--- config.mk ---
export PLATFORM = sky130hd
export DESIGN_NAME = puzzle_game_ctrl
export DESIGN_NICKNAME = d
export VERILOG_FILES = /design/src/rtl/puzzle_game_ctrl.sv
export SDC_FILE = /design/constraint.sdc
export NUM_CORES = 1
export LEC_CHECK = 0
export CORE_UTILIZATION = 57
export DETAILED_ROUTE_END_ITERATION = 8
export PLACE_DENSITY = 0.88
export SYNTH_ARGS = -nofsm -noshare
export SYNTH_HDL_FRONTEND = slang
export SYNTH_SLANG_ARGS = --single-unit
--- constraint.sdc ---
create_clock -name clk_d -period 3.5 [get_ports clk_d]
set_input_delay 0.35 -clock clk_d [delete_from_list [all_inputs] [get_ports clk_d]]
set_output_delay 0.35 -clock clk_d [all_outputs]
set_load 0.03 [all_outputs]
--- src/rtl/puzzle_game_ctrl.sv ---
// Game engine for the 2x2 sliding puzzle: captures and validates a board,
// applies blank moves, counts accepted moves and reports the game status.
module puzzle_game_ctrl #(
    parameter int unsigned CNT_W  = 8,
    parameter logic [11:0] SOLVED = 12'b000_001_010_011
) (
    input  logic             clk_d,
    input  logic             rst,
    input  logic [11:0]      board_in,
    input  logic             start,
    input  logic             quit,
    input  logic             move_valid,
    input  logic [1:0]       move_dir,
    output logic [1:0]       game_status,
    output logic [11:0]      board_out,
    output logic [CNT_W-1:0] move_count,
    output logic             move_accept,
    output logic             move_reject,
    output logic             win,
    output logic             board_err
);

    typedef enum logic [1:0] {
        CHOSE_BOARD  = 2'b00,
        GAME_INITIAL = 2'b10,
        GAMING       = 2'b01,
        WINNED       = 2'b11
    } state_t;

    state_t     state;
    logic [1:0] blank_pos;

    logic       board_ok;
    logic [1:0] zero_pos;
    logic       move_legal;
    logic [1:0] target_pos;
    logic [11:0] moved_board;
    logic [CNT_W-1:0] next_count;

    // Tile value at grid position p (pos0 lives in the top bits)
    function automatic logic [2:0] tile_at(input logic [11:0] b, input logic [1:0] p);
        case (p)
            2'd0:    return b[11:9];
            2'd1:    return b[8:6];
            2'd2:    return b[5:3];
            default: return b[2:0];
        endcase
    endfunction

    // Board with position p overwritten by tile t
    function automatic logic [11:0] set_tile(input logic [11:0] b, input logic [1:0] p,
                                             input logic [2:0] t);
        logic [11:0] r;
        r = b;
        case (p)
            2'd0:    r[11:9] = t;
            2'd1:    r[8:6]  = t;
            2'd2:    r[5:3]  = t;
            default: r[2:0]  = t;
        endcase
        return r;
    endfunction

    assign game_status = state;

    // Captured board legality: every field below 4 and no value repeated
    always_comb begin
        logic [3:0] seen;
        logic [2:0] t;
        seen     = 4'b0000;
        board_ok = 1'b1;
        zero_pos = 2'd0;
        t        = 3'd0;
        for (int i = 0; i < 4; i++) begin
            t = tile_at(board_out, 2'(i));
            if (t[2] || seen[t[1:0]]) begin
                board_ok = 1'b0;
            end
            seen[t[1:0]] = 1'b1;
            if (t == 3'd0) begin
                zero_pos = 2'(i);
            end
        end
    end

    // Neighbour selection for the requested blank movement (row = bit1, col = bit0)
    always_comb begin
        move_legal = 1'b0;
        target_pos = blank_pos;
        case (move_dir)
            2'b00: begin
                move_legal = blank_pos[1];
                target_pos = {1'b0, blank_pos[0]};
            end
            2'b01: begin
                move_legal = ~blank_pos[1];
                target_pos = {1'b1, blank_pos[0]};
            end
            2'b10: begin
                move_legal = blank_pos[0];
                target_pos = {blank_pos[1], 1'b0};
            end
            default: begin
                move_legal = ~blank_pos[0];
                target_pos = {blank_pos[1], 1'b1};
            end
        endcase
        moved_board = set_tile(set_tile(board_out, blank_pos, tile_at(board_out, target_pos)),
                               target_pos, 3'd0);
        next_count  = (move_count == {CNT_W{1'b1}}) ? move_count : move_count + CNT_W'(1);
    end

    // Game state machine with registered board, counter and pulse outputs
    always_ff @(posedge clk_d) begin
        if (rst) begin
            state       <= CHOSE_BOARD;
            board_out   <= SOLVED;
            move_count  <= '0;
            blank_pos   <= 2'd0;
            move_accept <= 1'b0;
            move_reject <= 1'b0;
            win         <= 1'b0;
            board_err   <= 1'b0;
        end else begin
            move_accept <= 1'b0;
            move_reject <= 1'b0;
            win         <= 1'b0;
            board_err   <= 1'b0;
            case (state)
                CHOSE_BOARD: begin
                    board_out <= board_in;
                    if (start) begin
                        state <= GAME_INITIAL;
                    end
                end
                GAME_INITIAL: begin
                    if (!board_ok) begin
                        board_err <= 1'b1;
                        board_out <= SOLVED;
                        state     <= CHOSE_BOARD;
                    end else begin
                        blank_pos  <= zero_pos;
                        move_count <= '0;
                        if (board_out == SOLVED) begin
                            state <= WINNED;
                            win   <= 1'b1;
                        end else begin
                            state <= GAMING;
                        end
                    end
                end
                GAMING: begin
                    if (quit) begin
                        state <= CHOSE_BOARD;
                    end else if (move_valid) begin
                        if (move_legal) begin
                            board_out   <= moved_board;
                            blank_pos   <= target_pos;
                            move_count  <= next_count;
                            move_accept <= 1'b1;
                            if (moved_board == SOLVED) begin
                                state <= WINNED;
                                win   <= 1'b1;
                            end
                        end else begin
                            move_reject <= 1'b1;
                        end
                    end
                end
                WINNED: begin
                    if (quit || start) begin
                        state <= CHOSE_BOARD;
                    end
                end
                default: begin
                    state <= CHOSE_BOARD;
                end
            endcase
        end
    end

endmodule
### After elaboration in Yosys (flattened, before gate mapping)

Index checks and enable logic that the tools add are counted.

* output and inout bits: 26
* logic and storage cells: 138
* flip-flop bits (word level): 28
* input port bits: 19

* equality and inequality tests: 23
* order comparisons: 7
* bitwise gates (word level): 7
* mux-type cells: 67
* reductions and logical operators: 25
* add/sub/neg operators: 1

Operators by type and width (count)
* $mux 12: 4
* $mux 8: 5
* $pmux 12 s3: 1
* $mux 2: 14
* $eq 12x7->1 const B: 2
* $mux 3: 8
* $mux 1: 21
* $ne 2x2->1 const B: 8
* $pmux 8 s2: 1
* $reduce_and 5->1: 3
* $lt 2x3->1 const B: 4
* $eq 2x2->1 const B: 5
* $logic_not 3->1: 3
* $ne 3x3->1 const B: 3
* $pmux 3 s3: 1
* $add 8x1->8 const B: 1
* $bmux 1 s2: 4
* $eq 2x1->1 const B: 4
* $eq 8x8->1 const B: 1
* $logic_not 2->1: 4
* $or 4x4->4: 2
* $pmux 2 s4: 1
* $demux 1 s2: 3
* $ge 2x1->1 const B: 3
* other kinds (13): 24

### Depth between registers and ports, before layout

Gate-level depths: netlist of the first run.

* depth after elaboration: 12
* mapped depth: 10
* depth with buffers taken out: 9

### Least setup slack after synthesis of the first run

No wires, ideal clock.

* kind: register to register
* start point: register board_out[10]
* end point: register win
* path buffers: 1
* stages on the path, launching flop included: 9
* slack: 1.138 ns
* library setup time: 0.073 ns
* arrival time: 2.290 ns
* path through: dfxtp_1 buf_2 inv_1 a2111oi_0 o21a_1 o211ai_4 or4_4 o31a_1 nor3b_2

* word-level cells in the longest chain between the ends: 12
* elaborated cells between the ends (all ways): 41
* classes of those cells: 2 x order compare; 2 x eq/ne; 30 x mux; 2 x bitwise; 5 x reduce/logical

Ends and longest elaborated chain
* start: declaration: RTL line 15 `output logic [11:0] board_out,`
* start signal: assignment: RTL line 131 `board_out <= board_in;`
* start signal: assignment: RTL line 157 `board_out <= moved_board;`
* $lt 2x3->1 (not written as such) / $ge 2x1->1 (equally long branches): RTL line 79 `seen[t[1:0]] = 1'b1;`
* $logic_and 1x1->1 (not written as such): RTL line 79
* $mux 1 (not written as such): RTL line 79
* $demux 1 s2: RTL line 79
* $bmux 1 s2 / $or 4x4->4 (equally long branches)
* $mux 1 (not written as such) (tied with other cells): RTL line 76 `if (t[2] || seen[t[1:0]]) begin`
* $logic_or 1x1->1 (tied with other cells): RTL line 76
* $mux 1 / $logic_or 1x1->1 (equally long branches) (2 in a row): RTL line 76
* $mux 1: RTL line 76
* $mux 1: RTL line 137 `if (!board_ok) begin`
* $pmux 1 s2 (*): RTL line 129 `case (state)`
* end signal: assignment: RTL line 122 `win <= 1'b0;`
* end signal: assignment: RTL line 127 `win <= 1'b0;`
* end signal: assignment: RTL line 146 `win <= 1'b1;`
* end: declaration: RTL line 19 `output logic win,`

Every way passes the cells marked *; elsewhere a longest branch is shown, timed or not. The select of a mux whose other input is x is not followed.
A chain may end at the register's enable or synchronous reset.

### Worst setup path after layout of the first run

* start point: input port move_dir[0]
* end point: register state[0], in the netlist game_status[0]

* word-level cells in the longest chain between the ends: 9
* elaborated cells between the ends (all ways): 22
* classes of those cells: 7 x eq/ne; 11 x mux; 4 x reduce/logical

Ends and longest elaborated chain
* start: declaration: RTL line 13 `input logic [1:0] move_dir,`
* $eq 2x2->1 (tied with other cells): RTL line 90 `case (move_dir)`
* $pmux 2 s3: RTL line 90
* $eq 2x2->1 (tied with other cells): RTL line 42, 55
* $pmux 3 s3: RTL line 42 `case (p)`
* $mux 3 (2 in a row): RTL line 55 `case (p)`
* $eq 12x7->1: RTL line 161 `if (moved_board == SOLVED) begin`
* $ne 3x3->1 (no source line)
* $reduce_and 5->1 (no source line) (*)
* end signal: assignment: RTL line 162 `state <= WINNED;`
* end signal: assignment: RTL line 172 `state <= CHOSE_BOARD;`
* end signal: assignment: RTL line 176 `state <= CHOSE_BOARD;`
* end: declaration: RTL line 30 `state_t state;`

Every way passes the cells marked *; elsewhere a longest branch is shown, timed or not.

==> results of run 1 <==
[cell type report]
class                           count  area [um2]
Fill cell                         355        1150
Inverter                           15        56.3
Timing Repair Buffer               48         470
Clock inverter                      1        30.0
Sequential cell                    28         561
Clock buffer                        3        41.3
Tap cell                           50        62.6
Multi-Input combinational cell    241        1630
[critical path, delay by kind of cell]
| kind | cells | cell delay [ns] |
|---|---|---|
| multiplexers | 1 | 0.21 |
| buffers and inverters | 1 | 0.92 |
| AO/OA/AOI/OAI | 2 | 0.65 |
| AND/OR/NAND/NOR | 3 | 0.83 |
[cells in the final DEF (no fill, tap or decap), drive strengths merged, types with 4 or more instances in the layout]
cell and instances:
o211a 4, nand2b 6, a211o 5, mux2i 18
inv 15, nor2 44, o21ai 8, a211oi 11
nor2b 7, a31oi 4, o22ai 9, a32oi 5
o32ai 6, nand4 7, ha 5, dfxtp 28
o21a 5, nand2 15, buf 4, or2 5
a21oi 19, xnor2 7, clkdlybuf4s50 44, nor3 7
xor2 8
[registers in the layout, indices dropped and copies added, names as in the netlist]
signal / cells
move_reject: 1
move_accept: 1
game_status: 2
board_err: 1
board_out: 12
blank_pos: 2
move_count: 8
win: 1
[logic make-up after synthesis]
kind of cell,count (synthesis),synth area share (%)
buffers and inverters,39,7.15
adder cells (fa/ha/maj),5,2.65
AO/OA/AOI/OAI,94,29.7
XOR/XNOR,15,5.56
flip-flops,28,23.7
AND/OR/NAND/NOR,108,23.1
multiplexers,19,8.10
[per-stage QoR]
stage	hold WS, ns	instances
2_1_floorplan	0.524	308
3_3_place_gp	0.530	382
3_5_place_dp	0.532	382
4_1_cts	0.550	386
5_1_grt	0.576	386
6_report	0.553	386
[power groups by stage]
stage | sequential, mW | clock [mW] | combinational, mW
after detailed placement | 0.400 | 0 | 0.363
final | 0.395 | 0.259 | 0.369
after floorplan | 0.400 | 0 | 0.253
after global placement | 0.400 | 0 | 0.359
after global routing | 0.398 | 0.270 | 0.399
after CTS | 0.392 | 0.261 | 0.365
[synthesized netlist by cell type, types with 4 or more instances]
cell                       number
sky130_fd_sc_hd__nor2_1        44
sky130_fd_sc_hd__dfxtp_1       28
sky130_fd_sc_hd__a21oi_1       19
sky130_fd_sc_hd__mux2i_1       18
sky130_fd_sc_hd__inv_1         15
sky130_fd_sc_hd__nand2_1       15
sky130_fd_sc_hd__clkbuf_1      11
sky130_fd_sc_hd__a211oi_1       9
sky130_fd_sc_hd__buf_2          9
sky130_fd_sc_hd__o22ai_1        9
sky130_fd_sc_hd__o21ai_0        8
sky130_fd_sc_hd__xor2_1         8
sky130_fd_sc_hd__nand4_1        7
sky130_fd_sc_hd__nor2b_1        7
sky130_fd_sc_hd__nor3_1         7
sky130_fd_sc_hd__xnor2_1        7
sky130_fd_sc_hd__nand2b_1       6
sky130_fd_sc_hd__o32ai_1        6
sky130_fd_sc_hd__a211o_1        5
sky130_fd_sc_hd__a32oi_1        5
sky130_fd_sc_hd__ha_1           5
sky130_fd_sc_hd__o21a_1         5
sky130_fd_sc_hd__or2_2          5
sky130_fd_sc_hd__a31oi_1        4
sky130_fd_sc_hd__o211a_1        4
[per-layer routing]
| metal | routed length (um) | GRT usage, % | share of wire, % |
|---|---|---|---|
| met3 | 501 | 4.66 | 7.7 |
| met1 | 3000 | 45.1 | 46 |
| met2 | 2980 | 46.9 | 46 |
| met4 | 57 | 6.91 | 0.87 |
| met5 | 0 | 0 | 0 |
[worst max-delay path by stage]
stage                  startpoint             end  slack (ns)  cells past startpoint
global route         blank_pos[0]    board_out[6]        0.48                      6
detailed placement    move_dir[1]  game_status[0]        0.54                      9
CTS                  blank_pos[0]    board_out[6]        0.81                      5
finish                move_dir[0]  game_status[0]        0.75                      7
floorplan           board_out[10]             win        1.14                      8
global placement      move_dir[1]  game_status[0]        0.58                      9
==> out/metrics.sh, run 1 <==
WORST_HOLD_PATH.NUM_CELLS=2
OUTCOME='completed'
POWER_FRAC_COMB_PCT=36.1
WORST_R2R_ENDPOINT='board_out[6]'
FIN_SETUP_TNS_NS=0
CP_MAX_FO=22
FIN_CRIT_SH_PCT=78.7
ENDPOINTS_FAILING_HOLD=0
DRT-VIAS-PER-INSTANCE=6.35
DRT_TOTAL_WL_MM=6.54
YS_WARN_COUNT=0
CLK_PATH_BUF_DEPTH=2
CRITICAL_PATH.SLOWEST_CELL='sky130_fd_sc_hd__clkdlybuf4s50_1'
WORST_SETUP_SLACK_BEFORE_CLOCK_TREE_SYNTHESIS_NS=0.539
SEQUENTIALPOWERSHARE_PCT=38.6
FINAL_NET_COUNT=361
PLACEDINSTANCEAREA_UM2=2780
CLKSLEWWORSTSETUPHOLDPATHS_NS=0.09
STARTPOINT_TYPE='primary input'
POST_SYNTH.CELL_AREA_AVG_UM2=7.67
POST_CTS.REPAIR.SETUP_BUFFERS=0
WORST_SETUP_SLACK_FOR_REGISTER_TO_REGISTER_PATHS_NS=0.81
TRACK_USAGE_PCT=30.8
TRITONCTS='built'
CTS.REPAIR.RESIZED=0
FLOORPLAN.DIE_AREA_UM2=4410
CTS-BUFFERS-INSERTED=3
LAYOUT-DRIVE-GT1-SHARE_PCT=7.14
WORSTPATHARRIVAL_NS=2.97
SYNTH-SEQ-CELLS=28
P_SWITCHING_uW=364
CTS_MAX_LEVEL=1
CRIT_PATH_CELL_TRACE='clkdlybuf4s50_1 > nand2_1 > or2_2 > a32oi_1 > nand4_1 > o21ai_0 > mux2i_1'
IOPINCOUNT=45
POST_SYNTHESIS_SEQUENTIAL_AREA_RATIO_PCT=23.7
SKEW_NS=0.00880
HOLD_END='game_status[0]'
RSZ0062_AT_GRT='no'
SYNTHESIS.INSTANCES=308
SETUP_VIOL=0
NETLIST_TOP_CELLS_AREA='sky130_fd_sc_hd__dfxtp_1, sky130_fd_sc_hd__mux2i_1, sky130_fd_sc_hd__nor2_1'
MAX-SLEW-MARGIN-REL_PCT=53.6
POST-SYNTH-TOP-AREA-CELL='sky130_fd_sc_hd__dfxtp_1'
SYNTH_EDF_COUNT=0
CELLLEAKAGEPOWER_nW=1.07
DRT.ANTENNA.VIOLATING_NETS=0
ROOT_BUFFER='sky130_fd_sc_hd__clkbuf_8'
ASYNC_FLOP_SHARE_PCT=0
DPL.HPWL_MM=4.70
COREAREA_UM2=4000
WIRE_LENGTH_OF_THE_FIRST_GLOBAL_ROUTING_PASS_MM=10.4
NUMCLOCKSINKS=28
POST-ROUTE-MIN-PERIOD_NS=2.75
WIRE_PER_INST_UM=16.9
NUMBER_OF_LIBRARY_CELL_TYPES_MAPPED_BY_SYNTHESIS=57
STARTING_DENSITY_PCT=59.1
ROUTABILITYCONGESTION=0.965
WORSTHOLDPATHTYPE='flip-flop to flip-flop'
FINAL_UTIL_PCT=71.3
GRT_START_MAX_NET_PINS=24
FF2FF_PATH_DEPTH=5
SITE_ROW_COUNT=23
VIAS_IN_THE_FIRST_GLOBAL_ROUTE=2093
SYNTH-MAIN-FF-CELL='sky130_fd_sc_hd__dfxtp_1'
POWER.SHARE.SWITCHING_PCT=35.6
SYN-NUM-NETS=332
FINAL_CRITICAL_PATH_SETUP_SLACK_NS=0.746
NETLIST_AREA_UM2=2360
VIA_COUNT_OF_THE_ROUTED_DESIGN=2451
CRITICAL_PATH_CLASS='primary input to flip-flop'
GRT_REMAINING_OVERFLOW=0
DIE-WIDTH_UM=66.4
FMAX_GHz=0.363
INSERTEDDIODECOUNT=0
AREA_GROWTH_SYN_TO_LAYOUT_PCT=20.8
MAXSLEWVIOLCOUNT=0
P_CLK_SHARE_PCT=25.4
IRDROPWORSTVDD_V=0.000245
CTS_HOLD_BUF=0
TIGHTEST_SLEW_NS=0.694
DRT_ITER0_MARKERS=292
INTERNAL-POWER_uW=659
REG2REG_FROM='blank_pos[0]'
SETUP.WORST_PATH.END_CLASS='flip-flop'
NUMBER_OF_ANTENNA_VIOLATIONS_AT_THE_FIRST_CHECK_IN_GLOBAL_ROUTING=0
P_TOTAL_mW=1.02
CHIPHEIGHT_UM=66.4
MAX_STAGE_DELAY_NS=0.92
STDCELL_AREA_UM2=2850
PWR_DENSITY_CELL_nW_PER_UM2=358
CLKLATENCYLATEPIN_NS=0.28
LAUNCH_POINT_OF_THE_WORST_HOLD_PATH='game_status[0]'
DRV.MAX_CAP_VIOLATION_COUNT=0
FIRST_PASS_ITERS=5
CRIT_REQUIRED_NS=3.71
PORT_BUFFERS=44
SYNTH_LARGEST_TYPE_AREA_FRACTION_PCT=23.7
DRC=0
Note: power is estimated with default switching activity, not from simulation.
==> run 2, diff against run 1 <==
- CORE_UTILIZATION: 57 -> 48
- PLACE_DENSITY: 0.88 -> 0.8
- clock period: 3.5 -> 2.38 ns (I/O delays scaled with it)
==> run 2 against run 1 <==
Against the previous run:
- core utilization fell by 4.5 points
- critical path depth grew 1
- global-route usage down 4.0 points
- clock-buffer cell count is the same
- die area rose by 18%
- clock power up 49%
- setup slack got worse by 0.60 ns
- via count grew 1.3%
- combinational power is 75% higher
- sequential power up 39%
- highest routed layer unchanged
- largest power group is now combinational cells
- register-to-register slack worse by 0.66 ns
==> out/metrics.sh, run 2 (synthesis gave the netlist of run 1 again) <==
OUTCOME='completed'
WORST_SETUP_SLACK_FOR_REGISTER_TO_REGISTER_PATHS_NS=0.15
DRV.MAX_CAP_VIOLATION_COUNT=0
NUMBER_OF_ANTENNA_VIOLATIONS_AT_THE_FIRST_CHECK_IN_GLOBAL_ROUTING=0
FIRST_PASS_ITERS=4
VIA_COUNT_OF_THE_ROUTED_DESIGN=2483
ENDPOINTS_FAILING_HOLD=0
DRT-VIAS-PER-INSTANCE=5.67
CTS-BUFFERS-INSERTED=3
SETUP.WORST_PATH.END_CLASS='flip-flop'
IRDROPWORSTVDD_V=0.000352
MAX_STAGE_DELAY_NS=0.57
RSZ0062_AT_GRT='no'
CRIT_REQUIRED_NS=2.60
SITE_ROW_COUNT=25
AREA_GROWTH_SYN_TO_LAYOUT_PCT=33.6
ROOT_BUFFER='sky130_fd_sc_hd__clkbuf_8'
LARGEST_REGISTER_FFS=12
CLK_PATH_BUF_DEPTH=2
LAUNCH_POINT_OF_THE_WORST_HOLD_PATH='board_out[10]'
CELLLEAKAGEPOWER_nW=1.25
FF2FF_PATH_DEPTH=8
CLKSLEWWORSTSETUPHOLDPATHS_NS=0.10
COMMONEST_CELLS_AFTER_ROUTING_FILL_AND_TAPS_ASIDE='sky130_fd_sc_hd__nor2_1, sky130_fd_sc_hd__clkdlybuf4s50_1, sky130_fd_sc_hd__buf_4'
DRC=0
NUMCLOCKSINKS=28
CLKLATENCYLATEPIN_NS=0.29
STARTPOINT_TYPE='flip-flop'
LAYOUT-DRIVE-GT1-SHARE_PCT=17.0
FINAL_NET_COUNT=396
HOLDWS_NS=0.561
DPL.HPWL_MM=5.00
WIRE_LENGTH_OF_THE_FIRST_GLOBAL_ROUTING_PASS_MM=10.9
REG2REG_FROM='board_out[10]'
WORST_HOLD_PATH.NUM_CELLS=2
CRIT_PATH_CELL_TRACE='buf_4 > a222oi_1 > and2_1 > o21a_1 > o211ai_4 > or4_4 > o31a_1 > nor3b_2'
CP_MAX_FO=9
DRT.ANTENNA.VIOLATING_NETS=0
CRITICAL_PATH_CLASS='flip-flop to flip-flop'
CRITICAL_PATH.SLOWEST_CELL='sky130_fd_sc_hd__or4_4'
FIN_SETUP_TNS_NS=0
TRACK_USAGE_PCT=26.8
ROUTABILITYCONGESTION=0.997
WIRE_PER_INST_UM=15.4
GRT_REMAINING_OVERFLOW=0
PWR_DENSITY_CELL_nW_PER_UM2=502
MAXSLEWVIOLCOUNT=0
TIGHTEST_SLEW_NS=0.371
POST-ROUTE-MIN-PERIOD_NS=2.23
DRT_ITER0_MARKERS=160
WORST_SETUP_SLACK_BEFORE_CLOCK_TREE_SYNTHESIS_NS=-0.148
DRT_TOTAL_WL_MM=6.73
FMAX_GHz=0.447
DIE-WIDTH_UM=72.2
TRITONCTS='built'
SKEW_NS=0.00621
PORT_BUFFERS=44
SETUP_VIOL=0
MAX-SLEW-MARGIN-REL_PCT=74.6
FINAL_CRITICAL_PATH_SETUP_SLACK_NS=0.145
STARTING_DENSITY_PCT=50.0
FIN_CRIT_SH_PCT=93.9
WORST_R2R_ENDPOINT='win'
CHIPHEIGHT_UM=72.2
GRT_START_MAX_NET_PINS=23
LARGEST-REGISTER='board_out'
WORSTHOLDPATHTYPE='flip-flop to flip-flop'
HOLD_END='board_out[10]'
BIGGESTREGSBYFLOPS='board_out x12, move_count x8'
FLOORPLAN.DIE_AREA_UM2=5210
CTS_HOLD_BUF=0
CTS_MAX_LEVEL=1
COREAREA_UM2=4720
VIAS_IN_THE_FIRST_GLOBAL_ROUTE=2292
INSERTEDDIODECOUNT=0
WORSTPATHARRIVAL_NS=2.46
IOPINCOUNT=45
run 2: changes by cell type in the layout (fill, tap and decap cells not counted), sizes merged:
cell,delta
buf,+35
run 2: cell type report:
cell class,instances,area (um2)
Clock buffer,3,41.3
Fill cell,413,1570
Tap cell,67,83.8
Inverter,15,56.3
Sequential cell,28,566
Clock inverter,1,30.0
Multi-Input combinational cell,241,1630
Timing Repair Buffer,83,746
run 2: worst max-delay path by stage:
stage                          end  cells after the start  slack [ns]     startpoint
finish                         win                      8        0.15  board_out[10]
floorplan                      win                      8        0.02  board_out[10]
global route                   win                      8        0.04  board_out[10]
CTS                            win                      8        0.08  board_out[10]
global placement    game_status[0]                      9       -0.11    move_dir[1]
detailed placement  game_status[0]                      9       -0.15    move_dir[1]
run 2: critical path: cells and delay by family, from the launching register on:
| kind | cells | cell delay (ns) |
|---|---|---|
| simple gates | 3 | 0.89 |
| compound gates | 4 | 0.76 |
| flops | 1 | 0.37 |
| buf+inv | 1 | 0.15 |
run 2: per-stage QoR:
stage / instances / power, mW / cell area (um2) / util, %
2_1_floorplan: 308 / 0.960 / 2360 / -
3_3_place_gp: 432 / 1.19 / 3060 / 64.9
3_5_place_dp: 432 / 1.19 / 3060 / 64.9
4_1_cts: 436 / 1.58 / 3140 / 66.4
5_1_grt: 438 / 1.66 / 3160 / 66.8
6_report: 438 / 1.58 / 3160 / 66.8
run 2: where the power goes:
group	total (mW)	internal, mW	leakage (nW)	switching [mW]
Combinational	0.647	0.307	0.983	0.340
Sequential	0.550	0.499	0.229	0.0506
Clock	0.387	0.226	0.0357	0.162
run 2: what timing repair did:
item / CTS / global route
gates resized for setup: 0 / 6
endpoints found under the setup margin: 0 / 9
buffers inserted: 0 / 2
run 2: per-layer routing:
metal  vias to the layer above  wire length (um)  GRT usage, %  share of wire, %
li1                       1243                 -             -                 -
met1                      1154              3060          35.6                46
met2                        80              3230          45.2                48
met3                         6               362          4.03               5.4
met4                         0                68          7.41               1.0
met5                         -                 0             0                 0
